## src/rtl/ahfp_norm.sv

```systemverilog
// ahfp_norm: normalise-and-round stage of the ahfp adder/subtractor.
// Input capture, leading-zero detect, normalising shift, then round/pack,
// all under one global stall so the stages move in lock step.
module ahfp_norm (
    input  logic        clk,
    input  logic        reset,
    input  logic        in_valid,
    output logic        in_ready,
    input  logic        in_sign,
    input  logic [9:0]  in_exp,
    input  logic [47:0] in_man,
    output logic        out_valid,
    input  logic        out_ready,
    output logic [31:0] result,
    output logic        out_ovf,
    output logic        out_unf
);

    logic w_adv;

    // Input capture; keeps the leading-zero chain off the upstream adder path.
    logic        r_s0_valid;
    logic        r_s0_sign;
    logic [9:0]  r_s0_exp;
    logic [47:0] r_s0_man;

    // Detect stage registers.
    logic        r_s1_valid;
    logic        r_s1_sign;
    logic [9:0]  r_s1_exp;
    logic [47:0] r_s1_man;
    logic [5:0]  r_s1_lzc;
    logic        r_s1_zero;

    // Shift stage registers.
    logic               r_s2_valid;
    logic               r_s2_sign;
    logic signed [10:0] r_s2_e;
    logic [47:0]        r_s2_n;
    logic               r_s2_zero;

    // Output registers.
    logic        r_out_valid;
    logic [31:0] r_result;
    logic        r_ovf;
    logic        r_unf;

    logic [5:0]         w_lzc;
    logic [47:0]        w_s2_n;
    logic signed [10:0] w_s2_e;
    logic               w_rup;
    logic [23:0]        w_sum;
    logic signed [10:0] w_e_rnd;
    logic [31:0]        w_res;
    logic               w_ovf;
    logic               w_unf;

    assign w_adv     = !r_out_valid | out_ready;
    assign in_ready  = w_adv;
    assign out_valid = r_out_valid;
    assign result    = r_result;
    assign out_ovf   = r_ovf;
    assign out_unf   = r_unf;

    // Capture the operand; a bubble enters whenever in_valid is low.
    always_ff @(posedge clk or posedge reset) begin
        if (reset) begin
            r_s0_valid <= 1'b0;
            r_s0_sign  <= 1'b0;
            r_s0_exp   <= '0;
            r_s0_man   <= '0;
        end else if (w_adv) begin
            r_s0_valid <= in_valid;
            r_s0_sign  <= in_sign;
            r_s0_exp   <= in_exp;
            r_s0_man   <= in_man;
        end
    end

    // Leading-zero count from bit 47; higher set bits override lower ones.
    always_comb begin
        w_lzc = 6'd48;
        for (int i = 0; i < 48; i++) begin
            if (r_s0_man[i]) begin
                w_lzc = 6'(47 - i);
            end
        end
    end

    // Detect stage register.
    always_ff @(posedge clk or posedge reset) begin
        if (reset) begin
            r_s1_valid <= 1'b0;
            r_s1_sign  <= 1'b0;
            r_s1_exp   <= '0;
            r_s1_man   <= '0;
            r_s1_lzc   <= '0;
            r_s1_zero  <= 1'b0;
        end else if (w_adv) begin
            r_s1_valid <= r_s0_valid;
            r_s1_sign  <= r_s0_sign;
            r_s1_exp   <= r_s0_exp;
            r_s1_man   <= r_s0_man;
            r_s1_lzc   <= w_lzc;
            r_s1_zero  <= (r_s0_man == 48'd0);
        end
    end

    // Normalising shift and exponent adjust in 11-bit signed form (cannot wrap).
    always_comb begin
        w_s2_n = r_s1_man << r_s1_lzc;
        w_s2_e = $signed({r_s1_exp[9], r_s1_exp}) + 11'sd1 - $signed({5'd0, r_s1_lzc});
    end

    // Shift stage register.
    always_ff @(posedge clk or posedge reset) begin
        if (reset) begin
            r_s2_valid <= 1'b0;
            r_s2_sign  <= 1'b0;
            r_s2_e     <= '0;
            r_s2_n     <= '0;
            r_s2_zero  <= 1'b0;
        end else if (w_adv) begin
            r_s2_valid <= r_s1_valid;
            r_s2_sign  <= r_s1_sign;
            r_s2_e     <= w_s2_e;
            r_s2_n     <= w_s2_n;
            r_s2_zero  <= r_s1_zero;
        end
    end

    // Round to nearest even, then saturate / flush and pack.
    always_comb begin
        w_res   = 32'd0;
        w_ovf   = 1'b0;
        w_unf   = 1'b0;
        w_rup   = r_s2_n[23] & ((|r_s2_n[22:0]) | r_s2_n[24]);
        w_sum   = {1'b0, r_s2_n[46:24]} + 24'(w_rup);
        // A mantissa carry leaves the fraction bits at zero.
        w_e_rnd = r_s2_e + $signed({10'd0, w_sum[23]});
        if (r_s2_zero) begin
            w_res = 32'd0;
        end else if (w_e_rnd >= 11'sd255) begin
            w_res = {r_s2_sign, 8'hFF, 23'd0};
            w_ovf = 1'b1;
        end else if (w_e_rnd <= 11'sd0) begin
            w_res = {r_s2_sign, 31'd0};
            w_unf = 1'b1;
        end else begin
            w_res = {r_s2_sign, w_e_rnd[7:0], w_sum[22:0]};
        end
    end

    // Output register; holds while the consumer stalls.
    always_ff @(posedge clk or posedge reset) begin
        if (reset) begin
            r_out_valid <= 1'b0;
            r_result    <= '0;
            r_ovf       <= 1'b0;
            r_unf       <= 1'b0;
        end else if (w_adv) begin
            r_out_valid <= r_s2_valid;
            r_result    <= w_res;
            r_ovf       <= w_ovf & r_s2_valid;
            r_unf       <= w_unf & r_s2_valid;
        end
    end

endmodule

```

## config.mk

```make
export PLATFORM = sky130hd
export DESIGN_NAME = ahfp_norm
export DESIGN_NICKNAME = d
export VERILOG_FILES = /design/src/rtl/ahfp_norm.sv
export SDC_FILE = /design/constraint.sdc
export NUM_CORES = 1
export LEC_CHECK = 0
export CORE_ASPECT_RATIO = 0.8
export CORE_MARGIN = 8
export CORE_UTILIZATION = 40
export CTS_CLUSTER_SIZE = 28
export DETAILED_ROUTE_END_ITERATION = 10
export PLACE_DENSITY_LB_ADDON = 0.08
export SYNTH_ARGS = -nofsm -noshare
export SYNTH_HDL_FRONTEND = slang
export SYNTH_SLANG_ARGS = --single-unit
```

## constraint.sdc

```tcl
create_clock -name clk -period 8.7 [get_ports clk]
set_input_delay 1.74 -clock clk [delete_from_list [all_inputs] [get_ports clk]]
set_output_delay 1.74 -clock clk [all_outputs]
set_load 0.03 [all_outputs]
```

==> results.tsv, run 1 <==
stage	metric	value	unit
run_status	result_of_the_run	complete, no violations	
min_path	holdPathEnd	r_s0_exp[7]	
die	die_height	177	µm
die	num_rows	59	
place	dp.final_hpwl	26700	µm
timing	finalHoldViolCount	0	
cells_and_area	fin_util	46.3	%
clock_tree	numCtsBuffers	25	
clock_tree	cts-root-buf	sky130_fd_sc_hd__clkbuf_16	
yosys	postSynthRegisterBits	222	
yosys	synth_top_area_share	43.0	%
yosys	synth_top_flop_cell	sky130_fd_sc_hd__dfrtp_1	
die	boundaryPins	99	
power	leakagePower	6.59	nW
worst_setup_path	critPathArrivalTime	3.41	ns
grt	grt_start_max_net_pins	94	
timing	post-route-period-util	59.2	%
drt	drt_iter0_markers	918	
drt	drt_first_pass_iters	5	
drt	vias_per_cell	5.52	
power	intPower	0.00326	W
clock_tree	clock_tree.htree_level_count	1	
power	part_of_the_power_in_the_clock_network	18.8	%
timing	max_slew_margin	32.2	%
power	power.sequential.fraction	33.1	%
yosys	async_flop_share	100	%
yosys	synthMuxAreaShare	12.4	%
die	die_area	38300	µm²
clock_tree	clock_tree_from_tritoncts	built	
min_path	min-delay-path-class	reg2reg	
die	die_w	217	µm
worst_setup_path	cp.buffers_inverters	3	
worst_setup_path	critical_path.most_common_cell	sky130_fd_sc_hd__clkdlybuf4s50_1	
worst_setup_path	worst_r2r_endpoint	result[11]	
grt	gr-total-overflow	0	
yosys	avgSynthCellArea	9.00	µm²
timing	setup_viol_count_final	0	
yosys	post_synthesis_compound_gate_area_fraction	14.2	%
place	port_buffers	98	
cells_and_area	ratio_of_cells_with_drive_above_1_in_the_final_layout	8.41	%
yosys	synthDominantAreaCellType	sky130_fd_sc_hd__dfrtp_1	
worst_setup_path	critical-path-slowest-cell	sky130_fd_sc_hd__clkdlybuf4s50_1	
flow_run	max-cap-violations	0	
grt	grt_usage	19.1	%
power	comb_power_share	48.1	%
cells_and_area	diodes	0	
cells_and_area	layout.nets	1564	
yosys	seq_area_frac_synth	43.0	%
drt	drt.antenna.violating_nets	0	
power	swShare	43.4	%
grt	first_global_vias	10100	
place	dpl_cell_area	14100	µm²
clock_tree	numClockSinks	222	
worst_setup_path	worstReg2RegStart	r_s2_n[24]	
worst_setup_path	crit_chain	clkdlybuf4s50_1, nor2b_4, inv_4, clkdlybuf4s50_1	
yosys	postSynthNetCount	1518	
clock_tree	worst_skew_pair.late_latency	0.54	ns
yosys	synth-edff-count	0	
min_path	whs_path_depth	2	
power	totalPowerFinal	0.00577	W
timing	setup_tns	0	ns
yosys	post_synth_main_area_contributors	sky130_fd_sc_hd__dfrtp_1 43%, sky130_fd_sc_hd__nand2_1 14%, sky130_fd_sc_hd__mux4_2 5.4%	
yosys	synth_adder_area_share	1.90	%
clock_tree	cts-hold-fix-buffers	0	
timing	skew	0.0106	ns
clock_tree	clkSlewWorstSetupHoldPaths	0.05	ns
place	finalWeightedCongestion	0.908	
yosys	synth-simple-area-share	21.7	%
yosys	netlist-cell-type-count	81	
timing	worst_pin_slew	1.02	ns
worst_setup_path	critical_path.max_fanout	36	
power	peak_ir_drop_on_the_vdd_network	0.180	mV
drt	drt_wl_total	37500	µm
drt	routed_wire_length_per_instance	19.5	µm
timing	post_layout_minimum_cycle_time	5.15	ns
grt	wire_length_of_the_first_global_routing_pass	59300	µm
min_path	hold_start	r_s0_exp[7]	
clock_tree	cts.path.max_buffers	3	
worst_setup_path	timing_worst_setup_path_type	in2out	
grt	grt_antenna_before_repair	0	
yosys	xor_xnor_portion_of_the_synthesized_cell_area	2.17	%
yosys	syn_area	12900	µm²
power	total_switching_power	0.00251	W
worst_setup_path	cp-end-kind	primary output	
worst_setup_path	reg2reg_setup_slack	4.42	ns
drt	dr_total_vias	10600	
timing	unrepaired_setup_endpoints_after_global_routing	no	
worst_setup_path	ff2ff_path_depth	12	
die	fp.coreArea	32200	µm²
yosys	syn-instance-count	1436	
cells_and_area	layout-area-overhead-vs-synth	15.4	%
cells_and_area	final_area	14900	µm²
timing	final_max_slew_viol_count	0	
drt	drt_drc_violations_left	0	
worst_setup_path	critical_path_required	6.96	ns
worst_setup_path	critical-path-max-stage-delay	0.76	ns
power	p_per_area	387	nW/µm²
die	floorplan.initialDensity	40.1	%
timing	clock.fmax	194	MHz
worst_setup_path	start_kind	input pin	
clock_tree	postCtsResizedCells	0	
clock_tree	cts_setup_buffers	0	
yosys	dominant_combinational_cell_family_by_area_after_synthesis	simple AND/OR/NAND/NOR gates	
yosys	synth-warning-count	0	
worst_setup_path	cp_top_family	buffers and inverters	
-- cell usage after synthesis, types with 6 or more instances --
cell type	count
sky130_fd_sc_hd__a211oi_1	15
sky130_fd_sc_hd__a21o_1	8
sky130_fd_sc_hd__a21oi_1	44
sky130_fd_sc_hd__a22o_1	18
sky130_fd_sc_hd__a22oi_1	6
sky130_fd_sc_hd__a31oi_1	6
sky130_fd_sc_hd__and3_1	11
sky130_fd_sc_hd__buf_1	12
sky130_fd_sc_hd__buf_2	13
sky130_fd_sc_hd__buf_6	7
sky130_fd_sc_hd__clkbuf_1	53
sky130_fd_sc_hd__dfrtp_1	222
sky130_fd_sc_hd__ha_1	18
sky130_fd_sc_hd__inv_1	32
sky130_fd_sc_hd__mux2_2	14
sky130_fd_sc_hd__mux2i_1	42
sky130_fd_sc_hd__mux4_1	12
sky130_fd_sc_hd__mux4_2	31
sky130_fd_sc_hd__nand2_1	472
sky130_fd_sc_hd__nand2b_1	7
sky130_fd_sc_hd__nand3_1	19
sky130_fd_sc_hd__nand4_1	11
sky130_fd_sc_hd__nor2_1	72
sky130_fd_sc_hd__nor3_1	22
sky130_fd_sc_hd__nor4_1	17
sky130_fd_sc_hd__o211ai_1	14
sky130_fd_sc_hd__o21a_1	8
sky130_fd_sc_hd__o21ai_0	72
sky130_fd_sc_hd__o31ai_1	28
sky130_fd_sc_hd__xnor2_1	10
sky130_fd_sc_hd__xor2_1	22
-- logic make-up (layout without fill, tap and decap cells) --
kind of cell,count (synthesis),after routing
AND/OR/NAND/NOR,666,666
AO/OA/AOI/OAI,270,270
flip-flops,222,222
buffers and inverters,127,189
multiplexers,100,100
XOR/XNOR,32,32
adder cells (fa/ha/maj),19,19
-- worst max-delay path by stage --
stage,from,end,slack [ns],cells past startpoint
2_1_floorplan,reset,out_ovf,0.88,1
3_3_place_gp,out_ready,in_ready,3.54,4
3_5_place_dp,out_ready,in_ready,3.52,4
4_1_cts,out_ready,in_ready,3.51,4
5_1_grt,out_ready,in_ready,3.45,4
6_report,out_ready,in_ready,3.55,4
-- stage by stage --
| step | hold WS, ns | cells | worst slack, ns |
|---|---|---|---|
| after floorplan | 0.434 | 1436 | 0.882 |
| after global placement | 0.452 | 1882 | 3.54 |
| after detailed placement | 0.456 | 1882 | 3.52 |
| after CTS | 0.470 | 1925 | 3.51 |
| after global routing | 0.486 | 1925 | 3.45 |
| final | 0.463 | 1925 | 3.55 |
-- placed cells by master (no fill, tap or decap), drive strengths merged, types with 15 or more instances in the layout --
master         Yosys  layout
a211oi            15      15
a21oi             45      45
a22o              18      18
clkbuf            54      36
clkdlybuf4s50      0      98
dfrtp            222     222
ha                18      18
inv               33      35
mux2              15      15
mux2i             42      42
mux4              43      43
nand2            472     472
nand3             22      22
nor2              73      73
nor3              23      23
nor4              17      17
o21ai             75      75
o31ai             32      32
xor2              22      22
-- routing by layer --
| layer | vias up | routed length [µm] | GRT usage, % |
|---|---|---|---|
| met5 | - | 0 | 0 |
| met4 | 0 | 764 | 4.11 |
| met3 | 47 | 2210 | 3.67 |
| met2 | 271 | 16000 | 27.1 |
| met1 | 5178 | 18500 | 29.7 |
| li1 | 5131 | - | - |
-- flip-flops by register name, summed over array words and instances (netlist names), 6 cells and up --
name      count
r_s0_man     48
r_s1_man     47
r_s2_n       47
result       32
r_s2_e       11
r_s0_exp     10
r_s1_exp     10
r_s1_lzc      6
-- power groups by stage --
stage / clock network (W) / logic (W) / registers (W)
2_1_floorplan: 0 / 0.00208 / 0.00180
3_3_place_gp: 0 / 0.00277 / 0.00191
3_5_place_dp: 0 / 0.00278 / 0.00192
4_1_cts: 0.00111 / 0.00279 / 0.00191
5_1_grt: 0.00115 / 0.00305 / 0.00197
6_report: 0.00108 / 0.00277 / 0.00191
-- area by class of cell --
type,instances,area [µm²]
Inverter,35,141
Tap cell,427,534
Clock inverter,7,93.8
Clock buffer,36,737
Multi-Input combinational cell,1087,6770
Sequential cell,222,5560
Timing Repair Buffer,111,1080
Fill cell,3185,17300
-- worst min-delay path, stage by stage, from the launching register on --
cell,delay (ns)
sky130_fd_sc_hd__dfrtp_1,0.34
sky130_fd_sc_hd__nand2_1,0.05
sky130_fd_sc_hd__nand2_1,0.04
No activity file was read; power rests on OpenSTA's default activity.
==> run 2: changes to the inputs <==
==> constraint.sdc (replaced) <==
create_clock -name clk -period 4.4 [get_ports clk]
set_input_delay 0.88 -clock clk [delete_from_list [all_inputs] [get_ports clk]]
set_output_delay 0.88 -clock clk [all_outputs]
set_load 0.03 [all_outputs]
==> run 2 against run 1 <==
  * First-iteration DRC count increased by 4.1%
  * Clock skew increased by 0.014 ns
  * Sequential power increased by 97%
  * Clock power increased by 90%
  * Setup slack got worse by 3.1 ns
  * Register-to-register slack got worse by 4.0 ns
  * Die area unchanged
  * Critical endpoint is now result[9]
  * Largest cell class unchanged
==> results.tsv, run 2 (synthesis gave the netlist of run 1 again) <==
stage	metric	value	unit
clock_tree	cts-root-buf	sky130_fd_sc_hd__clkbuf_16	
die	num_rows	59	
timing	hold-worst-slack	0.467	ns
worst_setup_path	start_kind	flop	
timing	final_max_slew_viol_count	0	
timing	setup_tns	0	ns
die	die_height	177	µm
min_path	whs_path_depth	2	
worst_setup_path	cp-end-kind	flop	
min_path	min-delay-path-class	reg2reg	
timing	post_layout_minimum_cycle_time	3.94	ns
worst_setup_path	timing_worst_setup_path_type	reg2reg	
grt	grt_usage	19.0	%
grt	gr-total-overflow	0	
timing	setup_viol_count_final	0	
drt	drt.antenna.violating_nets	0	
power	peak_ir_drop_on_the_vdd_network	0.327	mV
drt	vias_per_cell	5.48	
grt	first_global_vias	10300	
clock_tree	clkSlewWorstSetupHoldPaths	0.06	ns
min_path	hold_start	r_s0_exp[2]	
cells_and_area	layout_top_registers	r_s0_man (48), r_s1_man (47), r_s2_n (47)	
timing	clock.fmax	254	MHz
worst_setup_path	reg2reg_setup_slack	0.46	ns
drt	routed_wire_length_per_instance	19.0	µm
drt	drt_drc_violations_left	0	
die	fp.coreArea	32200	µm²
die	die_area	38300	µm²
place	port_buffers	98	
timing	worst_pin_slew	1.01	ns
cells_and_area	largest_reg_flops	48	
timing	unrepaired_setup_endpoints_after_global_routing	no	
timing	post-route-period-util	89.5	%
timing	max_slew_margin	32.3	%
flow_run	max-cap-violations	0	
worst_setup_path	critical_path.max_fanout	23	
clock_tree	numCtsBuffers	25	
worst_setup_path	critical_path_required	4.82	ns
cells_and_area	mostFrequentLayoutCell	sky130_fd_sc_hd__nand2_1	
place	dp.final_hpwl	26400	µm
power	p_per_area	760	nW/µm²
run_status	result_of_the_run	complete, no violations	
die	die_w	217	µm
cells_and_area	seq_area	5560	µm²
timing	finalHoldViolCount	0	
clock_tree	cts_setup_buffers	0	
clock_tree	numClockSinks	222	
cells_and_area	most-common-layout-cells	472 x sky130_fd_sc_hd__nand2_1, 221 x sky130_fd_sc_hd__dfrtp_1, 97 x sky130_fd_sc_hd__clkdlybuf4s50_1, 72 x sky130_fd_sc_hd__o21ai_0, 72 x sky130_fd_sc_hd__nor2_1	
drt	drt_iter0_markers	956	
worst_setup_path	timing.critical_path.from	r_s2_n[24]	
cells_and_area	ratio_of_cells_with_drive_above_1_in_the_final_layout	8.78	%
grt	grt_antenna_before_repair	0	
drt	drt_wl_total	36600	µm
clock_tree	postCtsResizedCells	0	
worst_setup_path	worstReg2RegStart	r_s2_n[24]	
cells_and_area	largest-register	r_s0_man	
clock_tree	clock_tree_from_tritoncts	built	
grt	wire_length_of_the_first_global_routing_pass	59600	µm
drt	drt_first_pass_iters	7	
worst_setup_path	ff2ff_path_depth	13	
power	leakagePower	6.62	nW
clock_tree	worst_skew_pair.late_latency	0.54	ns
cells_and_area	nFillCells	3231	
cells_and_area	layout.nets	1569	
place	finalWeightedCongestion	0.887	
drt	dr_total_vias	10600	
worst_setup_path	critPathArrivalTime	4.36	ns
timing	skew	0.0242	ns
cells_and_area	multi_input_comb_area	6770	µm²
die	floorplan.initialDensity	40.1	%
die	boundaryPins	99	
clock_tree	clock_tree.htree_level_count	1	
clock_tree	cts-hold-fix-buffers	0	
clock_tree	cts.path.max_buffers	3	
cells_and_area	diodes	0	
cells_and_area	layout-area-overhead-vs-synth	15.8	%
grt	grt_start_max_net_pins	151	
-- run 2: changes by cell type in the layout (fill, tap and decap cells not counted) --
cell | before | now
sky130_fd_sc_hd__buf_12 | 0 | 4
sky130_fd_sc_hd__buf_4 | 13 | 15
sky130_fd_sc_hd__bufinv_16 | 2 | 1
sky130_fd_sc_hd__clkbuf_8 | 7 | 6
sky130_fd_sc_hd__clkdlybuf4s50_1 | 98 | 97
sky130_fd_sc_hd__clkinv_2 | 2 | 5
sky130_fd_sc_hd__clkinvlp_4 | 2 | 1
sky130_fd_sc_hd__inv_6 | 1 | 2
sky130_fd_sc_hd__inv_8 | 1 | 0
-- run 2: through the flow --
stage | utilization [%] | setup slack, ns | cell area (µm²) | std cells | power, W
floorplan | - | 0.624 | 12900 | 1436 | 0.00767
global placement | 44.0 | 0.557 | 14200 | 1887 | 0.00929
detailed placement | 44.0 | 0.510 | 14200 | 1887 | 0.00933
CTS | 46.5 | 0.461 | 15000 | 1930 | 0.0114
global route | 46.5 | 0.137 | 15000 | 1930 | 0.0122
finish | 46.5 | 0.463 | 15000 | 1930 | 0.0114
-- run 2: worst paths after layout --
path                          endpoint
max                          result[9]
min                        r_s0_exp[2]
max reg2reg                  result[9]
min reg2reg                r_s0_exp[2]
max in group asynchronous   r_s2_n[12]
min in group asynchronous   r_s1_valid
-- run 2: cell type report --
type                       count  share of cell area, %
clock buffer                  35                   4.83
multi-input combinational   1087                   45.3
inverter                      35                  0.920
timing repair buffer         116                   7.78
sequential                   222                   37.1
tap                          427                   3.57
clock inverter                 8                  0.485
-- run 2: power breakdown --
part           internal (W)  switching, W
logic               0.00237       0.00319
registers           0.00284      0.000920
clock network       0.00120      0.000850
total               0.00641       0.00496
-- run 2: layer usage --
layer  vias to the layer above  wire [µm]  GRT usage (%)
met1                      5129      18300           29.1
met2                       260      15700           27.5
met3                        57       1800           3.43
met4                         0        767           4.39
met5                         -          0              0
li1                       5136          -              -
-- run 2: critical path, stage by stage, from the launching register on --
cell,delay [ns]
sky130_fd_sc_hd__dfrtp_1,0.40
sky130_fd_sc_hd__and3_1,0.23
sky130_fd_sc_hd__nand4_1,0.24
sky130_fd_sc_hd__nor3_1,0.25
sky130_fd_sc_hd__buf_4,0.17
sky130_fd_sc_hd__and3_1,0.17
sky130_fd_sc_hd__ha_1,0.21
sky130_fd_sc_hd__ha_1,0.32
sky130_fd_sc_hd__nand4_1,0.17
sky130_fd_sc_hd__or3_1,0.38
sky130_fd_sc_hd__o21ai_2,0.22
sky130_fd_sc_hd__and2_4,0.20
sky130_fd_sc_hd__nand3_2,0.44
sky130_fd_sc_hd__o31ai_1,0.41
==> run 3: changes to the inputs <==
--- a/config.mk
+++ b/config.mk
@@ -5,10 +5,10 @@
 export SDC_FILE = /design/constraint.sdc
 export NUM_CORES = 1
 export LEC_CHECK = 0
+export CAP_MARGIN = 20
 export CORE_ASPECT_RATIO = 0.8
 export CORE_MARGIN = 8
 export CORE_UTILIZATION = 40
-export CTS_CLUSTER_SIZE = 28
 export DETAILED_ROUTE_END_ITERATION = 10
 export PLACE_DENSITY_LB_ADDON = 0.08
 export SYNTH_ARGS = -nofsm -noshare
==> results of run 3 <==
Same layout as run 2: the final DEF is identical, and so are final timing and power.
